`config.mk`:
```
export PLATFORM = sky130hd
export DESIGN_NAME = decoder_scan
export DESIGN_NICKNAME = d
export VERILOG_FILES = /design/src/rtl/decoder_scan_pkg.sv /design/src/rtl/dec_onehot.sv /design/src/rtl/decoder_scan.sv
export SDC_FILE = /design/constraint.sdc
export NUM_CORES = 1
export LEC_CHECK = 0
export ABC_AREA = 1
export CAP_MARGIN = 15
export CORE_UTILIZATION = 58
export CTS_BUF_LIST = sky130_fd_sc_hd__clkbuf_4
export CTS_CLUSTER_SIZE = 12
export DETAILED_ROUTE_END_ITERATION = 8
export PLACE_DENSITY = 0.95
export SYNTH_ARGS = -nofsm -noshare
export SYNTH_HDL_FRONTEND = slang
export SYNTH_SLANG_ARGS = --single-unit
export TNS_END_PERCENT = 1
```
`constraint.sdc`:
```
create_clock -name clk -period 3.8 [get_ports clk]
set_input_delay 0.76 -clock clk [delete_from_list [all_inputs] [get_ports clk]]
set_output_delay 0.76 -clock clk [all_outputs]
set_load 0.1 [all_outputs]
```
`src/rtl/decoder_scan_pkg.sv`:
```
// Shared definitions for the scanning decoder: mode encodings and FSM states.
package decoder_pkg;

  localparam logic [1:0] MODE_LEVEL = 2'b00;
  localparam logic [1:0] MODE_PULSE = 2'b01;
  localparam logic [1:0] MODE_SCAN  = 2'b10;
  localparam logic [1:0] MODE_RSVD  = 2'b11;

  typedef enum logic [1:0] {
    ST_IDLE  = 2'd0,
    ST_PULSE = 2'd1,
    ST_SCAN  = 2'd2
  } state_t;

  // Width of a down/up counter able to hold values 0..n-1 (at least one bit).
  function automatic int cnt_width(input int n);
    return (n > 1) ? $clog2(n) : 1;
  endfunction

endpackage

```
`src/rtl/dec_onehot.sv`:
```
// Combinational N-to-2**N one-hot decoder with enable; all-zero when disabled.
module dec_onehot #(
  parameter int N = 4
) (
  input  logic [N-1:0]      sel,
  input  logic              en,
  output logic [2**N-1:0]   y
);

  // One comparator per output bit keeps the decode obviously one-hot.
  generate
    for (genvar gi = 0; gi < 2**N; gi++) begin : g_bit
      assign y[gi] = en && (sel == N'(gi));
    end
  endgenerate

endmodule

```
`src/rtl/decoder_scan.sv`:
```
// Decoder with three behaviours: level decode, timed single pulse and a
// free-running scan across all outputs. All outputs come straight from flops.
module decoder_scan
  import decoder_pkg::*;
#(
  parameter int N        = 4,
  parameter int PW       = 8,
  parameter int SCAN_DIV = 4
) (
  input  logic              clk,
  input  logic              rst,
  input  logic              en,
  input  logic [1:0]        mode,
  input  logic [N-1:0]      addr,
  input  logic              req,
  input  logic [PW-1:0]     pulse_len,
  output logic [2**N-1:0]   d,
  output logic [N-1:0]      idx,
  output logic              busy,
  output logic              done
);

  localparam int               W        = 2**N;
  localparam int               DW       = cnt_width(SCAN_DIV);
  localparam logic [N-1:0]     IDX_LAST = {N{1'b1}};
  localparam logic [DW-1:0]    DIV_LAST = DW'(SCAN_DIV - 1);

  state_t          state_reg, state_next;
  logic [N-1:0]    idx_reg, idx_next;
  logic [PW-1:0]   pcnt_reg, pcnt_next;   // pulse cycles remaining after the current one
  logic [DW-1:0]   dcnt_reg, dcnt_next;   // cycles already spent on the current scan index
  logic            drive_next;            // next cycle shows a decoded bit
  logic            busy_reg, busy_next;
  logic            done_reg, done_next;
  logic [W-1:0]    d_reg;
  logic [W-1:0]    dec_y;

  // The single decoder looks at the index chosen for the next cycle so that
  // d can be captured directly into a register.
  dec_onehot #(.N(N)) u_dec (
    .sel (idx_next),
    .en  (drive_next),
    .y   (dec_y)
  );

  // Next-state selection; aborts drop straight back to IDLE with no done.
  always_comb begin
    state_next = state_reg;
    idx_next   = idx_reg;
    pcnt_next  = pcnt_reg;
    dcnt_next  = dcnt_reg;
    drive_next = 1'b0;
    case (state_reg)
      ST_IDLE: begin
        idx_next  = '0;
        pcnt_next = '0;
        dcnt_next = '0;
        if (en) begin
          case (mode)
            MODE_LEVEL: begin
              idx_next   = addr;
              drive_next = 1'b1;
            end
            MODE_PULSE: begin
              if (req) begin
                state_next = ST_PULSE;
                idx_next   = addr;
                // A zero length is treated as a single-cycle pulse.
                pcnt_next  = (pulse_len == '0) ? '0 : pulse_len - PW'(1);
                drive_next = 1'b1;
              end
            end
            MODE_SCAN: begin
              state_next = ST_SCAN;
              drive_next = 1'b1;
            end
            default: ;
          endcase
        end
      end
      ST_PULSE: begin
        if (!en || mode != MODE_PULSE || pcnt_reg == '0) begin
          state_next = ST_IDLE;
          idx_next   = '0;
          pcnt_next  = '0;
        end else begin
          pcnt_next  = pcnt_reg - PW'(1);
          drive_next = 1'b1;
        end
      end
      ST_SCAN: begin
        if (!en || mode != MODE_SCAN) begin
          state_next = ST_IDLE;
          idx_next   = '0;
          dcnt_next  = '0;
        end else begin
          drive_next = 1'b1;
          if (dcnt_reg == DIV_LAST) begin
            dcnt_next = '0;
            idx_next  = idx_reg + N'(1);   // natural wrap from the last index to 0
          end else begin
            dcnt_next = dcnt_reg + DW'(1);
          end
        end
      end
      default: begin
        state_next = ST_IDLE;
        idx_next   = '0;
        pcnt_next  = '0;
        dcnt_next  = '0;
      end
    endcase
  end

  // Status flags for the cycle about to be presented.
  always_comb begin
    busy_next = (state_next != ST_IDLE);
    done_next = ((state_next == ST_PULSE) && (pcnt_next == '0)) ||
                ((state_next == ST_SCAN) && (idx_next == IDX_LAST) && (dcnt_next == DIV_LAST));
  end

  // State and output registers; reset overrides every other input.
  always_ff @(posedge clk) begin
    if (rst) begin
      state_reg <= ST_IDLE;
      idx_reg   <= '0;
      pcnt_reg  <= '0;
      dcnt_reg  <= '0;
      busy_reg  <= 1'b0;
      done_reg  <= 1'b0;
      d_reg     <= '0;
    end else begin
      state_reg <= state_next;
      idx_reg   <= idx_next;
      pcnt_reg  <= pcnt_next;
      dcnt_reg  <= dcnt_next;
      busy_reg  <= busy_next;
      done_reg  <= done_next;
      d_reg     <= dec_y;
    end
  end

  assign d    = d_reg;
  assign idx  = idx_reg;
  assign busy = busy_reg;
  assign done = done_reg;

endmodule

```
==> results.md, run 1 <==
- Via Count: 2129
- Area share of xor/xnor cells in the synthesized design: 0.0127
- Initial DRT Pass Iterations: 4
- Drt drc: 0
- Post-CTS Setup Bufs: 0
- Startpoint Class: flip-flop
- FP Rows: 21
- Status: finished, final reports clean
- Slew HR: 0.339
- Final wirelength: 5.11 mm
- WS Path Type: reg2out
- Share of cells above drive strength 1: 0.0917
- Crit path to: idx[2]
- Worst EP arrival: 1.99 ns
- Final worst path period share: 0.725
- Actual slew at the worst max-slew pin: 0.988 ns
- Asr flop ratio synth: 0
- 1st-iter DRT viols: 93
- Routed wire per std cell: 12.6 um
- Final core occ: 0.771
- Max clock buf depth: 2
- Sw Ratio: 0.286
- PortBufs: 39
- Clock slew seen by the registers of the worst setup and hold paths: 0.12 ns
- Dominant cell type by area after synthesis: dfxtp_1
- Die Footprint: 0.00380 mm2
- Most frequent cells in the layout: nand2_1 (77), nor2_1 (53), inv_1 (43)
- Horiz. Die Dim: 61.7 um
- CP Buf/Inv Count: 1
- Gr usage total: 0.311
- Sequential area share after synthesis: 0.330
- Setup TNS Final: 0 ns
- Hold Crit Class: reg2reg
- Internal Power: 541 uW
- Simple-Gate Fraction of Synth Area: 0.424
- Logic pwr share: 0.157
- Worst setup path start: idx[2]
- Synth Instances: 314
- Reg2Reg Depth: 10
- Core box area: 0.00336 mm2
- RSZ-0062 raised after global routing: false
- Critical-path cell list: clkdlybuf4s50_1
- Vias in the first global route: 1917
- Post-DP HPWL: 4.08 mm
- Reg power frac: 0.481
- Static Leak: 0.00126 uW
- DR vias/cell: 5.24
- Final setup fails: 0
- Crit-path leading delay family: buffers and inverters
- Cell variety after synth: 29
- Area growth syn-to-layout: 25.6%
- Post-synthesis compound-gate area fraction: 0.0552
- Clock sinks: 34
- Remaining antenna violation count after routing: 0
- CP max stage cell: clkdlybuf4s50_1
- Avg Inst Size Synth: 6.57 um2
- Max Freq: 0.363 GHz
- Reg-to-Reg Start: state_reg[1]
- Total power draw: 758 uW
- CTS tree: yes
- Share of the synthesized area in the top cell type: 0.330
- Worst path depth: 1
- Required @ worst endpoint: 3.04 ns
- Io pins: 40
- Reg2Reg Setup Slack: 1.76 ns
- Cts hold-fix bufs: 0
- Commonest non-fill, non-tap cell in the layout: nand2_1
- Mapped Area: 0.00206 mm2
- Minimum clock period: 2.75 ns
- Setup crit end kind: primary output
- Largest register FFs: 16
- Final-report hold violation count: 0
- Ys Warns: 0
- Critical path fanouts, max: 5
- Adder-Cell Fraction of Synth Area: 0.0848
- Seq cells post-synth: 34
- Pin count of the biggest net entering global routing: 13
- Post-CTS resize count: 0
- EDFF count, synth: 0
- FF-to-FF End: d[6]
- Clock group share of total power: 0.363
- Net Sw Power: 217 uW
- Setup WS pre-CTS: 1.03 ns
- Fin nets: 391
- Largest stage delay on the critical path: 1.17 ns
- TritonCTS buffer count: 5
- Max Cap Viol: 0
- Setup ws final: 1.05 ns
- Peak supply drop: 0.133 mV
- Ranking of synthesized cells by area: dfxtp_1 (33%), nand2_1 (14%), nor2_1 (9.6%), nand3_1 (9.2%), ha_1 (8.5%)
- Synthesized Nets: 346
- Clk_lat worst skew: 0.36 ns
- Initial antenna violation count: 0
- Root buffer cell: clkbuf_4
- Mux contribution to synthesized area: 0
- Largest family of logic cells by synthesized area: simple AND/OR/NAND/NOR gates
- GP Congestion: 0.908
- Initial core utilization: 0.614
- # diodes: 0
- Most used DFF post-synth: dfxtp_1
- H-tree Lvls: 2
- First-pass GRT wire length: 8.45 mm
- Cell Pwr Density: 292 mW/mm2
- Worst Skew: 0.0171 ns
- Final Max Tran Viols: 0
- GR Overflow Total: 0
- Die Y: 61.7 um
[power by group through the flow]
| stage | Sequential [uW] | Combinational [uW] | Clock, uW |
|---|---|---|---|
| CTS | 364 | 118 | 275 |
| global placement | 372 | 115 | 0 |
| detailed placement | 373 | 117 | 0 |
| global route | 365 | 130 | 296 |
| floorplan | 391 | 56.5 | 0 |
| finish | 365 | 119 | 275 |
[cell usage after synthesis (all sizes together), types with 2 or more instances]
cell type	n
dfxtp	34
nor2	59
o21ai	7
a21oi	6
nand3b	3
o21bai	3
inv	48
nand4	2
xor2	3
nand3	42
nand2	85
ha	14
[stage by stage]
stage	hold slack, ns	cells	area, um2
2_1_floorplan	0.503	314	2060
3_3_place_gp	0.574	398	2510
3_5_place_dp	0.602	398	2510
4_1_cts	0.615	406	2590
5_1_grt	0.629	406	2590
6_report	0.611	406	2590
[metal layers]
metal / global-route usage / up-vias / part of all wire / wire (um)
met5: 0 / - / 0 / 0
met4: 0.159 / 0 / 0.036 / 183
met3: 0.0735 / 21 / 0.060 / 308
met2: 0.519 / 90 / 0.48 / 2450
met1: 0.370 / 950 / 0.42 / 2170
li1: - / 1068 / - / -
[cell type report]
type | count | area, um2
clock buffers | 5 | 37.5
clock inverters | 3 | 45.0
fillers | 273 | 769
inverters | 49 | 184
multi-input cells | 229 | 1190
flip-flops and latches | 34 | 681
well taps | 46 | 57.6
repair buffers | 40 | 398
[cell families (layout without fill, tap and decap cells)]
logic type	count (synthesis)	after routing
xor gates and xnor gates	3	3
AOI/OAI and AO/OA	19	19
adders and majority gates	14	14
DFF	34	34
and+or+nand+nor	193	193
buffers and inverters	51	97
[how the worst min path moves through the flow]
stage / start / endpoint / cells after the start
floorplan: state_reg[1] / busy / 2
global route: state_reg[1] / busy / 2
detailed placement: state_reg[1] / busy / 2
global placement: pcnt_reg[0] / pcnt_reg[0] / 4
finish: state_reg[1] / busy / 2
CTS: state_reg[1] / busy / 2
Power figures use the tool's default switching activity.
==> inputs of run 2 (changes only) <==
--- a/config.mk
+++ b/config.mk
@@ -7,11 +7,11 @@
 export LEC_CHECK = 0
 export ABC_AREA = 1
 export CAP_MARGIN = 15
-export CORE_UTILIZATION = 58
+export CORE_UTILIZATION = 48
 export CTS_BUF_LIST = sky130_fd_sc_hd__clkbuf_4
 export CTS_CLUSTER_SIZE = 12
 export DETAILED_ROUTE_END_ITERATION = 8
-export PLACE_DENSITY = 0.95
+export PLACE_DENSITY = 0.89
 export SYNTH_ARGS = -nofsm -noshare
 export SYNTH_HDL_FRONTEND = slang
 export SYNTH_SLANG_ARGS = --single-unit
==> constraint.sdc (replaced) <==
create_clock -name clk -period 2.35 [get_ports clk]
set_input_delay 0.47 -clock clk [delete_from_list [all_inputs] [get_ports clk]]
set_output_delay 0.47 -clock clk [all_outputs]
set_load 0.1 [all_outputs]
==> results.md, run 2 (synthesized netlist as in run 1, its figures left out) <==
- Status: finished, final reports clean (unchanged)
- GP Congestion: 0.891 (was 0.908)
- WS Path Type: in2reg (was reg2out)
- Initial core utilization: 0.509 (was 0.614)
- Core box area: 0.00406 mm2 (was 0.00336 mm2)
- Area growth syn-to-layout: 24.7% (was 25.6%)
- Largest stage delay on the critical path: 0.50 ns (was 1.17 ns)
- PortBufs: 39 (unchanged)
- First-pass GRT wire length: 8.00 mm (was 8.45 mm)
- Remaining antenna violation count after routing: 0 (unchanged)
- Post-CTS Setup Bufs: 0 (unchanged)
- Horiz. Die Dim: 67.6 um (was 61.7 um)
- Final wirelength: 4.78 mm (was 5.11 mm)
- Max Cap Viol: 0 (unchanged)
- # diodes: 0 (unchanged)
- Max Freq: 0.483 GHz
- CP max stage cell: clkdlybuf4s50_1 (unchanged)
- Actual slew at the worst max-slew pin: 0.325 ns (was 0.988 ns)
- Worst EP arrival: 2.36 ns (was 1.99 ns)
- Routed wire per std cell: 11.5 um (was 12.6 um)
- Minimum clock period: 2.07 ns
- Max clock buf depth: 2 (unchanged)
- Clk_lat worst skew: 0.35 ns (was 0.36 ns)
- Final-report hold violation count: 0 (unchanged)
- Most frequent CP cell: nand2_1
- Via Count: 2083 (was 2129)
- Slew HR: 0.784 (was 0.339)
- Die Footprint: 0.00457 mm2 (was 0.00380 mm2)
- Initial DRT Pass Iterations: 4 (unchanged)
- TritonCTS buffer count: 5 (unchanged)
- Final worst path period share: 0.881
- Largest register FFs: 16 (unchanged)
- Io pins: 40 (unchanged)
- Static Leak: 0.00132 uW (was 0.00126 uW)
- Peak supply drop: 0.260 mV (was 0.133 mV)
- CTS tree: yes (unchanged)
- RSZ-0062 raised after global routing: false (unchanged)
- 1st-iter DRT viols: 170 (was 93)
- Vias in the first global route: 1879 (was 1917)
- Commonest non-fill, non-tap cell in the layout: nand2_1 (unchanged)
- Cell Pwr Density: 478 mW/mm2 (was 292 mW/mm2)
- Setup TNS Final: 0 ns (unchanged)
- Final core occ: 0.634 (was 0.771)
- Cts hold-fix bufs: 0 (unchanged)
- Initial antenna violation count: 0 (unchanged)
- Clock sinks: 34 (unchanged)
- Required @ worst endpoint: 2.64 ns (was 3.04 ns)
- Drt drc: 0 (unchanged)
- DR vias/cell: 5.03 (was 5.24)
- Setup crit end kind: flip-flop (was primary output)
- Clock slew seen by the registers of the worst setup and hold paths: 0.12 ns (about the same)
- GR Overflow Total: 0 (unchanged)
- Share of cells above drive strength 1: 0.162 (was 0.0917)
- Hold Crit Class: reg2reg (unchanged)
- Crit-path leading delay family: simple AND/OR/NAND/NOR gates (was buffers and inverters)
- Final setup fails: 0 (unchanged)
- CP Buf/Inv Count: 3 (was 1)
- Gr usage total: 0.234 (was 0.311)
- Post-DP HPWL: 3.76 mm (was 4.08 mm)
- H-tree Lvls: 2 (unchanged)
- Root buffer cell: clkbuf_4 (unchanged)
- Fin nets: 395 (was 391)
- Critical-path cell list: clkdlybuf4s50_1, inv_1, ha_1, a21oi_1, nor2_2, nand2_1, nand3_2, nand2_1, inv_1, nor2_2, nand2_1, nor2_1 (was clkdlybuf4s50_1)
- FP Rows: 23 (was 21)
- Final Max Tran Viols: 0 (unchanged)
- Critical path fanouts, max: 6 (was 5)
- Worst Skew: 0.00529 ns (was 0.0171 ns)
- Most frequent cells in the layout: nand2_1 (77), nor2_1 (53), inv_1 (43) (unchanged)
- Die Y: 67.6 um (was 61.7 um)
- Startpoint Class: input pin (was flip-flop)
- Post-CTS resize count: 0 (unchanged)
- Pin count of the biggest net entering global routing: 13 (unchanged)
-- run 2: per-stage QoR --
step / cells / instance area [um2] / worst slack [ns] / total power (uW) / hold WS (ns)
global route: 414 / 2570 / 0.0547 / 1280 / 0.615
global placement: 406 / 2490 / -0.0311 / 789 / 0.545
CTS: 414 / 2570 / 0.278 / 1230 / 0.580
finish: 414 / 2570 / 0.280 / 1230 / 0.583
floorplan: 314 / 2060 / 0.236 / 723 / 0.503
detailed placement: 406 / 2490 / -0.0871 / 792 / 0.547
-- run 2: final timing paths --
check,start,to,slack (ns),cells after the start
worst max-delay path,mode[1],d[6],0.28,12
worst max register to register,state_reg[0],done,0.33,12
worst min register to register,state_reg[1],busy,0.58,2
worst min-delay path,state_reg[1],busy,0.58,2
-- run 2: power by group --
group | leakage (uW) | internal (uW) | switching [uW]
sequential | 0.000274 | 583 | 6.50
clock | 0.0000374 | 223 | 225
combinational | 0.00101 | 70.0 | 122
-- run 2: layer usage --
metal / vias to the layer above / track usage / part of all wire
met3: 15 / 0.0473 / 0.049
met5: - / 0 / 0
met4: 0 / 0.122 / 0.027
met2: 65 / 0.356 / 0.45
li1: 1079 / - / -
met1: 924 / 0.308 / 0.47
-- run 2: layout make-up --
class                   instances  area (um2)
inverters                      49         184
multi-input cells             229        1190
clock inverters                 3        45.0
flip-flops and latches         34         681
well taps                      50        62.6
repair buffers                 44         373
fillers                       347        1480
clock buffers                   5        37.5
-- run 2: worst register-to-register path: stages (launching register included) --
cell,delay [ns]
dfxtp_1,0.36
inv_1,0.11
ha_1,0.36
inv_2,0.12
nor2_4,0.18
inv_1,0.12
nor2_1,0.10
nand2_1,0.07
nand3_2,0.10
nand3_1,0.08
nor2_1,0.12
nand3_1,0.10
a21oi_2,0.14
